File: config.mk
export PLATFORM = sky130hd
export DESIGN_NAME = cdb_arbiter
export DESIGN_NICKNAME = d
export VERILOG_FILES = /design/src/rtl/cdb_arbiter.sv
export SDC_FILE = /design/constraint.sdc
export NUM_CORES = 1
export LEC_CHECK = 0
export CORE_MARGIN = 2
export CORE_UTILIZATION = 35
export DETAILED_ROUTE_END_ITERATION = 10
export PLACE_DENSITY = 0.59
export SETUP_SLACK_MARGIN = 0.15
export SYNTH_ARGS = -nofsm -noshare
export SYNTH_HDL_FRONTEND = slang
export SYNTH_SLANG_ARGS = --single-unit
File: constraint.sdc
create_clock -name clk -period 3.3 [get_ports clk]
set_clock_uncertainty 0.05 [all_clocks]
set_input_delay 0.495 -clock clk [delete_from_list [all_inputs] [get_ports clk]]
set_output_delay 0.495 -clock clk [all_outputs]
set_load 0.01 [all_outputs]
File: src/rtl/cdb_arbiter.sv
// Common data bus arbiter: two producer FIFOs (ALU, LSB) drained
// round-robin onto a registered single-result broadcast bus.

module cdb_arbiter_fifo #(
  parameter int unsigned W     = 36,
  parameter int unsigned DEPTH = 4
) (
  input  logic         clk,
  input  logic         rst,
  input  logic         flush,
  input  logic         push,
  input  logic         pop,
  input  logic [W-1:0] wdata,
  output logic [W-1:0] rdata,
  output logic         empty,
  output logic         full
);

  localparam int unsigned PTR_W = (DEPTH > 1) ? $clog2(DEPTH) : 1;
  localparam int unsigned CNT_W = $clog2(DEPTH + 1);

  logic [W-1:0]     mem [DEPTH];
  logic [PTR_W-1:0] wr_ptr;
  logic [PTR_W-1:0] rd_ptr;
  logic [CNT_W-1:0] count;

  // Entry storage; written only on an accepted push, no reset needed.
  always_ff @(posedge clk) begin
    if (push) begin
      mem[wr_ptr] <= wdata;
    end
  end

  // Pointers wrap naturally since DEPTH is a power of two.
  always_ff @(posedge clk) begin
    if (rst || flush) begin
      wr_ptr <= '0;
      rd_ptr <= '0;
      count  <= '0;
    end else begin
      if (push) begin
        wr_ptr <= wr_ptr + PTR_W'(1);
      end
      if (pop) begin
        rd_ptr <= rd_ptr + PTR_W'(1);
      end
      case ({push, pop})
        2'b10:   count <= count + CNT_W'(1);
        2'b01:   count <= count - CNT_W'(1);
        default: count <= count;
      endcase
    end
  end

  // Head entry and occupancy flags straight from current state.
  always_comb begin
    rdata = mem[rd_ptr];
    empty = (count == '0);
    full  = (count == CNT_W'(DEPTH));
  end

endmodule

module cdb_arbiter #(
  parameter int unsigned ROB_ID_W = 4,
  parameter int unsigned DEPTH    = 4,
  parameter int unsigned DATA_W   = 32
) (
  input  logic                clk,
  input  logic                rst,
  input  logic                rdy,
  input  logic                clear,
  input  logic                alu_valid,
  input  logic [ROB_ID_W-1:0] alu_rob_id,
  input  logic [DATA_W-1:0]   alu_value,
  output logic                alu_full,
  input  logic                lsb_valid,
  input  logic [ROB_ID_W-1:0] lsb_rob_id,
  input  logic [DATA_W-1:0]   lsb_value,
  output logic                lsb_full,
  output logic                cdb_valid,
  output logic [ROB_ID_W-1:0] cdb_rob_id,
  output logic [DATA_W-1:0]   cdb_value,
  output logic                cdb_src,
  output logic                overflow
);

  localparam int unsigned ENTRY_W = ROB_ID_W + DATA_W;
  localparam logic        SRC_ALU = 1'b0;
  localparam logic        SRC_LSB = 1'b1;

  typedef struct packed {
    logic [ROB_ID_W-1:0] rob_id;
    logic [DATA_W-1:0]   value;
  } cdb_entry_t;

  cdb_entry_t alu_in;
  cdb_entry_t lsb_in;
  cdb_entry_t alu_head;
  cdb_entry_t lsb_head;
  cdb_entry_t grant_entry;

  logic alu_empty;
  logic lsb_empty;
  logic normal;
  logic flush;
  logic alu_push;
  logic lsb_push;
  logic alu_pop;
  logic lsb_pop;
  logic grant_any;
  logic grant_src;
  logic drop;
  logic rr_last;

  // Edge qualification: flush only when enabled, normal work otherwise.
  always_comb begin
    flush    = rdy && clear;
    normal   = rdy && !clear;
    alu_in   = '{rob_id: alu_rob_id, value: alu_value};
    lsb_in   = '{rob_id: lsb_rob_id, value: lsb_value};
    alu_push = normal && alu_valid && !alu_full;
    lsb_push = normal && lsb_valid && !lsb_full;
    drop     = normal && ((alu_valid && alu_full) || (lsb_valid && lsb_full));
  end

  // Round-robin grant on the current FIFO heads.
  always_comb begin
    grant_any   = 1'b0;
    grant_src   = SRC_ALU;
    grant_entry = alu_head;
    if (!alu_empty && !lsb_empty) begin
      grant_any = 1'b1;
      grant_src = ~rr_last;
    end else if (!alu_empty) begin
      grant_any = 1'b1;
      grant_src = SRC_ALU;
    end else if (!lsb_empty) begin
      grant_any = 1'b1;
      grant_src = SRC_LSB;
    end
    if (grant_src == SRC_LSB) begin
      grant_entry = lsb_head;
    end
    alu_pop = normal && grant_any && (grant_src == SRC_ALU);
    lsb_pop = normal && grant_any && (grant_src == SRC_LSB);
  end

  cdb_arbiter_fifo #(
    .W     (ENTRY_W),
    .DEPTH (DEPTH)
  ) u_alu_fifo (
    .clk   (clk),
    .rst   (rst),
    .flush (flush),
    .push  (alu_push),
    .pop   (alu_pop),
    .wdata (alu_in),
    .rdata (alu_head),
    .empty (alu_empty),
    .full  (alu_full)
  );

  cdb_arbiter_fifo #(
    .W     (ENTRY_W),
    .DEPTH (DEPTH)
  ) u_lsb_fifo (
    .clk   (clk),
    .rst   (rst),
    .flush (flush),
    .push  (lsb_push),
    .pop   (lsb_pop),
    .wdata (lsb_in),
    .rdata (lsb_head),
    .empty (lsb_empty),
    .full  (lsb_full)
  );

  // Registered broadcast bus and round-robin history.
  always_ff @(posedge clk) begin
    if (rst) begin
      cdb_valid  <= 1'b0;
      cdb_rob_id <= '0;
      cdb_value  <= '0;
      cdb_src    <= SRC_ALU;
      rr_last    <= SRC_LSB;
    end else if (flush) begin
      cdb_valid  <= 1'b0;
      cdb_rob_id <= '0;
      cdb_value  <= '0;
      rr_last    <= SRC_LSB;
    end else if (rdy) begin
      if (grant_any) begin
        cdb_valid  <= 1'b1;
        cdb_rob_id <= grant_entry.rob_id;
        cdb_value  <= grant_entry.value;
        cdb_src    <= grant_src;
        rr_last    <= grant_src;
      end else begin
        cdb_valid  <= 1'b0;
        cdb_rob_id <= '0;
        cdb_value  <= '0;
      end
    end
  end

  // Sticky drop indicator; survives clear, only reset removes it.
  always_ff @(posedge clk) begin
    if (rst) begin
      overflow <= 1'b0;
    end else if (drop) begin
      overflow <= 1'b1;
    end
  end

endmodule

==> summary.txt <==
Logic synthesis
  – Fraction of registers with async set or reset after synthesis: 0%
  – Sequential cell area fraction in the yosys report: 74.8%
  – Area of the mapped netlist: 0.0131 mm2
  – Synth top area cells: edfxtp_1, mux4_2, dfxtp_1, mux2i_1, o21ai_2
  – Dominant synthesized flop cell: edfxtp_1
  – Number of synthesized flops with an enable pin: 288
  – Synth Instances: 660
  – Netlist cell types: 37
  – Syn Area/Cell: 19.9 um2
  – Most frequent cells after synthesis: edfxtp_1, mux4_2, dfxtp_1
  – Count leader, synth: edfxtp_1
  – Number of synthesized register bits: 346
  – Syn nets: 750
  – Leading area contributor after synthesis: edfxtp_1
  – Share of the synthesized area in the top cell type: 66.0%
  – Warnings, synthesis: 0

STA
  – Setup TNS: 0 ns
  – Worst slew margin: 37.6%
  – Final Max Tran Viols: 0
  – Period utilisation layout: 75.9%
  – Min Tclk post-route: 2.51 ns
  – # setup viols final: 0
  – Final worst slack: 0.794 ns
  – Final hold violation count: 0
  – RSZ-0062 raised after global routing: false
  – Max Freq: 399 MHz
  – Worst-margin pin slew: 0.936 ns

Min path
  – Worst Hold Launch: cdb_value[3]$_SDFFE_PP0P_
  – Hold Path End: cdb_value[3]$_SDFFE_PP0P_
  – WHS Path Cells: 2
  – Worst hold path type: flip-flop to flip-flop

GRT
  – GRT overflow: 0
  – Antenna violations before repair: 5
  – Largest net degree at the start of global routing: 37
  – First-pass GRT wire length: 41100 um
  – Tot GR Track Use: 14.2%
  – Vias in the first global route: 6766

Clocking
  – Worst skew pair latency: 0.51 ns
  – Clock tree sinks: 346
  – CTS Buffer Depth: 3
  – CTS tree: built
  – Post-CTS setup buffer count: 0
  – Clock root buffer: clkbuf_16
  – H-tree lvl count: 2
  – CTS Buf Count: 36
  – Clock-pin transition on the worst setup and hold timing paths: 0.06 ns
  – # resized after CTS: 0
  – Hold buffers post-CTS: 0

Drt
  – Initial DRC Count: 339
  – Total Wirelength: 27200 um
  – Avg WL per Cell: 20.9 um
  – Drt pass-1 iters: 4
  – Antenna viol nets, final: 0
  – Residual DRC: 0
  – Via/cell ratio: 4.87
  – Via count: 6324

Worst setup path
  – FF-to-FF Start: u_lsb_fifo.count[0]$_SDFFE_PP0P_
  – R2R depth: 9
  – Crit path max fanout: 5
  – CP arrival: 2.89 ns
  – Critical path endpoint category: flip-flop
  – CP required: 3.69 ns
  – FF-to-FF End: u_alu_fifo.count[2]$_SDFFE_PP0P_
  – R2R setup slack: 0.79 ns
  – Crit path launch type: flip-flop
  – Setup CP Type: flip-flop to flip-flop

Power and ir drop
  – P_leak: 5.05 nW
  – Sw frac: 19.5%
  – Clock power share: 42.6%
  – Pint: 0.00726 W
  – Cell Pwr Density: 560 mW/mm2
  – Psw: 0.00176 W
  – Sequential share of power: 53.2%
  – Combinational share of power: 4.1%
  – Peak supply drop: 0.000279 V

Floorplanning
  – Die area: 0.0390 mm2
  – Starting Density: 35.6%
  – Die height: 198 um
  – CORE AREA: 0.0368 mm2
  – Chip width: 198 um
  – Rows: 70
  – IO Count: 119

Cells and area
  – Nets: 892
  – Final Non-Filler Cells: 1299
  – Fin util: 43.8%
  – Area Growth Syn to Fin: 22.9%
  – Fraction of layout cells with a size suffix above 1: 22.3%

Run status
  – Status: finished, final reports clean

Place
  – Placed cell count: 1232
  – Setup WS pre-CTS: 0.310 ns
  – Port buffer count: 118
  – DP Wirelength: 16600 um
  – Gpl congestion: 0.709

Flow run
  – Max-cap violations: 0
how the worst max path moves through the flow:
stage,slack (ns),depth (start not counted),endpoint,start
after global routing,0.58,9,u_alu_fifo.count[2]$_SDFFE_PP0P_,u_lsb_fifo.count[0]$_SDFFE_PP0P_
after CTS,0.76,9,u_alu_fifo.count[2]$_SDFFE_PP0P_,u_lsb_fifo.count[0]$_SDFFE_PP0P_
after floorplan,0.62,6,u_alu_fifo.mem[0][0]$_DFFE_PP_,rdy
final,0.79,9,u_alu_fifo.count[2]$_SDFFE_PP0P_,u_lsb_fifo.count[0]$_SDFFE_PP0P_
after detailed placement,0.31,10,u_lsb_fifo.count[2]$_SDFFE_PP0P_,rdy
after global placement,0.37,10,u_alu_fifo.count[2]$_SDFFE_PP0P_,rdy
flip-flops by register name (all words and copies together), names as in the netlist, 3 cells and up, named ones only:
signal / count
u_lsb_fifo.mem: 144
u_lsb_fifo.count: 3
cdb_value: 32
cdb_rob_id: 4
u_alu_fifo.count: 3
u_alu_fifo.mem: 144
cell families (layout without fill, tap and decap cells):
group | after synthesis | count (layout) | synth area share [%]
muxes | 110 | 110 | 15.3
xor gates and xnor gates | 9 | 9 | 0.601
buffers and inverters | 47 | 215 | 2.01
and+or+nand+nor | 79 | 79 | 2.77
adders and majority gates | 12 | 12 | 1.26
DFF | 346 | 346 | 74.8
AOI/OAI and AO/OA | 57 | 57 | 3.27
other | 0 | 3 | 0
cell usage in the layout, fill, tap and decap left out, drive strengths merged, types with 8 or more instances in the layout:
master	count
edfxtp	288
nand2	39
mux2i	38
mux4	72
a21oi	10
nor2	18
clkbuf	52
o21ai	39
and2	8
ha	10
dfxtp	58
inv	16
clkdlybuf4s50	118
buf	18
final cells by class:
class	count	area, um2
Fill cell	3182	20700
Sequential cell	346	9820
Tap cell	468	586
Inverter	15	56.3
Clock buffer	52	1010
Antenna cell	3	7.51
Multi-Input combinational cell	267	3070
Timing Repair Buffer	136	1440
Clock inverter	12	114
power by group through the flow:
stage | Combinational [W] | Sequential, W | Clock [W]
after floorplan | 0.000171 | 0.00489 | 0
after global placement | 0.000373 | 0.00490 | 0
after detailed placement | 0.000380 | 0.00490 | 0
after CTS | 0.000381 | 0.00480 | 0.00395
after global routing | 0.000405 | 0.00481 | 0.00413
final | 0.000374 | 0.00480 | 0.00384
routing by layer:
metal | share of wire, % | GRT usage [%]
met2 | 49 | 23.3
met3 | 6.8 | 3.70
met1 | 43 | 19.0
met5 | 0.15 | 0
met4 | 1.5 | 3.40
critical path: stages, from the launching register on:
cell and delay (ns):
dfxtp_1 0.35, nor3_1 0.52, o211ai_1 0.19, inv_1 0.09
ha_1 0.18, inv_1 0.06, fa_1 0.37, xor2_1 0.17
or3_1 0.31, a21oi_1 0.14
metrics by stage:
| step | hold slack, ns | total power, W | cell area (um2) |
|---|---|---|---|
| 3_5_place_dp | 0.390 | 0.00528 | 15000 |
| 2_1_floorplan | 0.423 | 0.00506 | 13100 |
| 3_3_place_gp | 0.387 | 0.00527 | 15000 |
| 6_report | 0.398 | 0.00902 | 16100 |
| 4_1_cts | 0.404 | 0.00914 | 16100 |
| 5_1_grt | 0.424 | 0.00935 | 16100 |
(Power assumes the default switching activity.)
